$ cat src/rtl/branch_pkg.sv
// Shared constants for the branch resolve unit: branch funct3 codes,
// 2-bit predictor counter encodings and a funct3 legality helper.
package branch_pkg;

    localparam logic [2:0] F3_BEQ  = 3'b000;
    localparam logic [2:0] F3_BNE  = 3'b001;
    localparam logic [2:0] F3_BLT  = 3'b100;
    localparam logic [2:0] F3_BGE  = 3'b101;
    localparam logic [2:0] F3_BLTU = 3'b110;
    localparam logic [2:0] F3_BGEU = 3'b111;

    localparam logic [1:0] CNT_SNT   = 2'b00;
    localparam logic [1:0] CNT_WNT   = 2'b01;
    localparam logic [1:0] CNT_WT    = 2'b10;
    localparam logic [1:0] CNT_ST    = 2'b11;
    localparam logic [1:0] CNT_RESET = CNT_WNT;

    // 010 and 011 are the only undefined branch encodings.
    function automatic logic f3_is_legal(input logic [2:0] f3);
        return !(f3[2:1] == 2'b01);
    endfunction

endpackage

$ cat src/rtl/sat_counter2.sv
// One 2-bit saturating predictor counter. When en is high it moves one
// step toward strong-taken (inc=1) or strong-not-taken (inc=0) and holds
// at either end. Resets asynchronously to weak-not-taken.
module sat_counter2
    import branch_pkg::*;
(
    input  logic       clk,
    input  logic       rst_n,
    input  logic       en,
    input  logic       inc,
    output logic [1:0] cnt
);

    logic [1:0] cnt_q;
    logic [1:0] cnt_d;

    // Next count: step in the requested direction unless already saturated.
    always_comb begin
        cnt_d = cnt_q;
        if (en) begin
            if (inc) begin
                if (cnt_q != CNT_ST) cnt_d = cnt_q + 2'd1;
            end else begin
                if (cnt_q != CNT_SNT) cnt_d = cnt_q - 2'd1;
            end
        end
    end

    // Counter register.
    always_ff @(posedge clk or negedge rst_n) begin
        if (!rst_n) cnt_q <= CNT_RESET;
        else        cnt_q <= cnt_d;
    end

    assign cnt = cnt_q;

endmodule

$ cat src/rtl/branch_resolve_unit.sv
// EX-stage branch resolution plus an untagged BHT of 2-bit counters read
// combinationally by IF. Resolution (ex_taken, mispredict, BrUn) is purely
// combinational; the BHT and optional stats update on the rising edge when
// a live, unstalled conditional branch is in EX.
// Optional build macro: BRANCH_STATS_EN adds saturating stat_branches and
// stat_mispredicts counters and their output ports.
module branch_resolve_unit
    import branch_pkg::*;
#(
    parameter int BHT_ENTRIES = 16   // power of two, at least 2
) (
    input  logic        clk,
    input  logic        rst_n,
    input  logic [31:0] if_pc,
    output logic        if_pred_taken,
    input  logic        ex_valid,
    input  logic        ex_stall,
    input  logic        ex_is_branch,
    input  logic [2:0]  ex_funct3,
    input  logic [31:0] ex_pc,
    input  logic        ex_pred_taken,
    input  logic        BrEq,
    input  logic        BrLT,
    output logic        BrUn,
    output logic        ex_taken,
    output logic        mispredict
`ifdef BRANCH_STATS_EN
    ,
    output logic [31:0] stat_branches,
    output logic [31:0] stat_mispredicts
`endif
);

    localparam int IDX_W = $clog2(BHT_ENTRIES);

    logic [IDX_W-1:0]                if_idx;
    logic [IDX_W-1:0]                ex_idx;
    logic [BHT_ENTRIES-1:0][1:0]     bht;
    logic                            ex_branch;
    logic                            ex_resolve;
    logic                            ex_legal;
    logic                            bht_update;

    assign if_idx = if_pc[IDX_W+1:2];
    assign ex_idx = ex_pc[IDX_W+1:2];

    // Only the index bits of the PCs and the prediction bit of each counter
    // feed logic; fold the rest here so they are visibly accounted for.
    logic unused_bits;
    assign unused_bits = ^{if_pc[31:IDX_W+2], if_pc[1:0],
                           ex_pc[31:IDX_W+2], ex_pc[1:0], bht};

    // Comparator signedness follows funct3[1] regardless of valid.
    assign BrUn = ex_funct3[1];

    assign ex_branch  = ex_valid & ex_is_branch;
    assign ex_resolve = ex_branch & ~ex_stall;
    assign ex_legal   = f3_is_legal(ex_funct3);
    assign bht_update = ex_resolve & ex_legal;

    // Branch outcome decode; illegal encodings resolve not-taken.
    always_comb begin
        ex_taken = 1'b0;
        if (ex_branch) begin
            case (ex_funct3)
                F3_BEQ:           ex_taken = BrEq;
                F3_BNE:           ex_taken = ~BrEq;
                F3_BLT, F3_BLTU:  ex_taken = BrLT;
                F3_BGE, F3_BGEU:  ex_taken = ~BrLT;
                default:          ex_taken = 1'b0;
            endcase
        end
    end

    // A stalled branch never flushes; it resolves when the stall drops.
    always_comb begin
        mispredict = ex_resolve & (ex_taken != ex_pred_taken);
    end

    // BHT: one saturating counter per index; only the EX-addressed entry
    // steps. IF reads the registered value, so a same-edge update is not
    // visible until the following cycle.
    for (genvar gi = 0; gi < BHT_ENTRIES; gi++) begin : g_bht
        sat_counter2 u_cnt (
            .clk   (clk),
            .rst_n (rst_n),
            .en    (bht_update && (ex_idx == IDX_W'(gi))),
            .inc   (ex_taken),
            .cnt   (bht[gi])
        );
    end

    assign if_pred_taken = bht[if_idx][1];

`ifdef BRANCH_STATS_EN
    logic [31:0] stat_branches_q;
    logic [31:0] stat_branches_d;
    logic [31:0] stat_mispredicts_q;
    logic [31:0] stat_mispredicts_d;

    // Saturating event counts, qualified on the same edge as the BHT.
    always_comb begin
        stat_branches_d    = stat_branches_q;
        stat_mispredicts_d = stat_mispredicts_q;
        if (bht_update && (stat_branches_q != 32'hFFFF_FFFF))
            stat_branches_d = stat_branches_q + 32'd1;
        if (mispredict && (stat_mispredicts_q != 32'hFFFF_FFFF))
            stat_mispredicts_d = stat_mispredicts_q + 32'd1;
    end

    // Stats registers.
    always_ff @(posedge clk or negedge rst_n) begin
        if (!rst_n) begin
            stat_branches_q    <= 32'd0;
            stat_mispredicts_q <= 32'd0;
        end else begin
            stat_branches_q    <= stat_branches_d;
            stat_mispredicts_q <= stat_mispredicts_d;
        end
    end

    assign stat_branches    = stat_branches_q;
    assign stat_mispredicts = stat_mispredicts_q;
`endif

endmodule
$ cat config.mk
export PLATFORM = sky130hd
export DESIGN_NAME = branch_resolve_unit
export DESIGN_NICKNAME = d
export VERILOG_FILES = /design/src/rtl/branch_pkg.sv /design/src/rtl/sat_counter2.sv /design/src/rtl/branch_resolve_unit.sv
export SDC_FILE = /design/constraint.sdc
export NUM_CORES = 1
export LEC_CHECK = 0
export ABC_AREA = 1
export ABC_CLOCK_PERIOD_IN_PS = 1330
export BUFFER_PORTS_ARGS = -buffer_cell sky130_fd_sc_hd__buf_4
export CAP_MARGIN = 30
export CORE_UTILIZATION = 49
export DETAILED_ROUTE_END_ITERATION = 10
export GPL_ROUTABILITY_DRIVEN = 0
export PLACE_DENSITY = 0.85
export SYNTH_ARGS = -nofsm -noshare
export SYNTH_HDL_FRONTEND = slang
export SYNTH_SLANG_ARGS = --single-unit
$ cat constraint.sdc
create_clock -name clk -period 1.33 [get_ports clk]
set_input_delay 0.266 -clock clk [delete_from_list [all_inputs] [get_ports clk]]
set_output_delay 0.266 -clock clk [all_outputs]
set_load 0.05 [all_outputs]
==> results.yml <==
timing:
  final.setup.worst_slack_ns: -0.309
  grt_setup_unrepaired: "yes"
  skew_ns: 0.00517
  setup_viol: 2
  max_freq_ghz: 0.610
  worstMarginPinSlew_ns: 0.414
  period_minus_slack_ns: 1.64
  final_hold_viol_count: 0
  drv_slew: 0
  period_share_pct: 123
  timing.max_slew.rel_slack_pct: 72.4
grt:
  first_global_vias: 2131
  grt_pass1_wl_um: 8930
  antenna_found_initial: 0
  grt.overflow.total: 0
  global_route.usage.total_pct: 27.3
  pin_count_of_the_biggest_net_entering_global_routing: 33
worst_setup_path:
  r2r.worst_path.cells: 6
  arrival_ns: 1.37
  setup.worst_path.start_class: "flip-flop"
  worst_setup_path_end_kind: "primary output"
  critical_path.reg2reg.startpoint: "g_bht[5].u_cnt.cnt[1]"
  critPathKind: "flip-flop to primary output"
  crit_path_top_delay_cell: "dfrtp_1"
  crit_path_max_fanout: 2
  worstPathCellList: "o211ai_1 -> nand3_1 -> nand3_2 -> o21ai_4 -> buf_6"
  worstPathRequired_ns: 1.06
  slowest_delay_ns: 0.40
  cp-startpoint: "g_bht[8].u_cnt.cnt[1]"
drt:
  drt_wl_total_um: 5230
  ant_nets: 0
  detail_route.iter0.violations: 129
  wl_per_cell_um: 13.0
  length_of_the_first_detailed_routing_pass_in_iterations: 4
  detailroute.via_count: 2071
  detail_route.drc_violations: 0
  viasPerCell: 5.16
floorplanning:
  ios: 79
  overall_die_width_um: 65.9
  core.rowCount: 22
  die_h_um: 65.9
  initial_core_utilization_pct: 52.7
  die_area_um2: 4350
  coreArea_um2: 3800
worst_hold_path:
  worst_hold_startpoint: "ex_stall"
  number_of_cells_traversed_by_the_worst_hold_path: 6
  hold_removal_path_class: "input port to flip-flop"
clock_tree:
  cts_htree_levels: 2
  clockRootBuffer: "clkbuf_8"
  insertion_delay_ns: 0.29
  clock-sinks: 32
  clock_tree.buffer_depth: 2
  clk_pin_slew_worst_paths_ns: 0.07
  cts_buffers: 5
  tritoncts_clock_tree: "done"
power:
  power_share_of_the_clock_group_pct: 40.0
  power_density_nw_per_um2: 993
  power.leakage_uw: 0.00142
  combinational_share_of_power_pct: 18.5
  power.internal_uw: 1920
  total_switching_power_uw: 705
  irDropWorstVdd_uv: 592
  seq_power_share_pct: 41.5
  switching_share_pct: 26.9
place:
  dpl-instance-area_um2: 2430
  detailedPlacementHpwl_um: 3740
  portBuffers: 22
  dpl.cell_count: 390
synth:
  syn_avg_cell_area_um2: 6.74
  synth-async-reset-ratio_pct: 100
  synth_fa_ha_area_share_pct: 0
  synth.top_cells.by_area: "nand2_1 22%, dfstp_2 21%, dfrtp_1 20%"
  synth_area_in_xor_xnor_pct: 0.437
  synth-compound-area-share_pct: 9.81
  number_of_flops_mapped_to_enable_cells_by_yosys: 0
  synthCells: 297
  synth-warning-count: 0
  synth-seq-cells: 32
  synth.distinct_cells: 21
  flip_flop_cell_with_the_highest_count_after_synthesis: "dfstp_2"
  postSynthNetCount: 372
  synth_top_family_by_area: "simple AND/OR/NAND/NOR gates"
  post_synth_instance_area_um2: 2000
  synth.mux.area_fraction_pct: 0
  synth_largest_type_area_fraction_pct: 22.3
  synth-seq-area-share_pct: 41.0
  yosys.area_share.simple_pct: 37.7
  synth.largest_area_cell: "nand2_1"
layout:
  max_ffs_per_register: 32
  layout-drive-gt1-share_pct: 29.5
  final_net_count: 427
  layout-area-overhead-vs-synth_pct: 31.8
  stdcell_count: 401
  stdcell_area_um2: 2640
  n_antenna_cell: 0
outcome:
  status: "finished with violations"
  failed_checks: "negative setup slack"
run:
  cap_viol_max_count: 0
-- repair_timing --
item | 4_1_cts | 5_1_grt
cloned | 0 | 0
setup buffers | 1 | 1
pin swaps | 1 | 2
hold buffers | 1 | 0
setup endpoints to repair | 3 | 12
hold endpoints to repair | 16 | 0
resized for setup | 11 | 13
-- cells in the mapped netlist, types with 3 or more instances --
library cell / n
dfstp_2: 16
nor2_1: 12
inv_1: 43
o211ai_1: 6
a21oi_2: 3
nor2_2: 3
dfrtp_1: 16
o21ai_0: 17
nand2_1: 119
nand3_1: 38
a21oi_1: 8
-- critical path: cells and delay by family, from the launching register on --
family / cells / cell delay, ns
AND/OR/NAND/NOR: 2 / 0.25
flip-flops: 1 / 0.40
AO/OA/AOI/OAI: 2 / 0.29
buffers and inverters: 1 / 0.15
-- power groups by stage --
stage               clock network [uW]  registers [uW]  logic [uW]
floorplan                            0            1100         251
global placement                     0            1100         444
detailed placement                   0            1100         457
CTS                               1060            1090         478
global route                      1100            1090         540
finish                            1050            1090         486
-- path summary, 6_finish.rpt --
| path | end | slack (ns) |
|---|---|---|
| max in group asynchronous | g_bht[1].u_cnt.cnt[0] | 0.55 |
| min in group asynchronous | g_bht[5].u_cnt.cnt[1] | 0.45 |
| worst max register to register | g_bht[5].u_cnt.cnt[0] | 0.39 |
| worst max-delay path | if_pred_taken | -0.31 |
| worst min register to register | g_bht[4].u_cnt.cnt[0] | 0.48 |
| worst min-delay path | g_bht[2].u_cnt.cnt[0] | 0.40 |
-- layer usage --
metal,vias up,part of all wire [%],global-route usage (%),wire length (um)
met5,-,0,0,0
met4,0,2.1,12.2,110
met3,13,5.3,6.03,278
met2,72,50,46.8,2610
met1,952,43,32.5,2230
li1,1034,-,-,-
-- final cells by class --
type                       instances  area [um2]
clock buffer                       7        96.3
clock inverter                     1        30.0
fill                             308        1160
inverter                          45         171
multi-input combinational        213        1010
sequential                        32         821
tap                               48        60.1
timing repair buffer              55         449
-- cell usage in the layout, fill, tap and decap left out, drive strengths merged --
| cell type | n |
|---|---|
| o21ai | 17 |
| dfstp | 16 |
| bufinv | 1 |
| nand3 | 40 |
| nor2 | 15 |
| clkbuf | 7 |
| dlygate4sd3 | 1 |
| nand2 | 122 |
| nand4 | 1 |
| xor2 | 1 |
| inv | 45 |
| buf | 54 |
| a21oi | 11 |
| dfrtp | 16 |
| o211ai | 6 |
-- kinds of logic (layout without fill, tap and decap cells) --
family                 Yosys count  count (layout)
AO/OA/AOI/OAI                   34              34
XOR/XNOR                         1               1
buffers and inverters           52             108
flip-flops                      32              32
AND/OR/NAND/NOR                178             178
-- stage by stage --
step / util [%] / TNS, ns / hold slack (ns) / setup slack [ns] / total power (uW)
after floorplan: - / -0.205 / -0.0296 / -0.123 / 1350
after CTS: 68.8 / -0.376 / 0.401 / -0.318 / 2620
after detailed placement: 64.1 / -2.08 / 0.232 / -0.153 / 1560
after global routing: 69.5 / -0.553 / 0.442 / -0.419 / 2730
final: 69.5 / -0.358 / 0.399 / -0.309 / 2620
after global placement: 64.1 / -1.02 / 0.236 / -0.109 / 1540
Power figures use the tool's default switching activity.
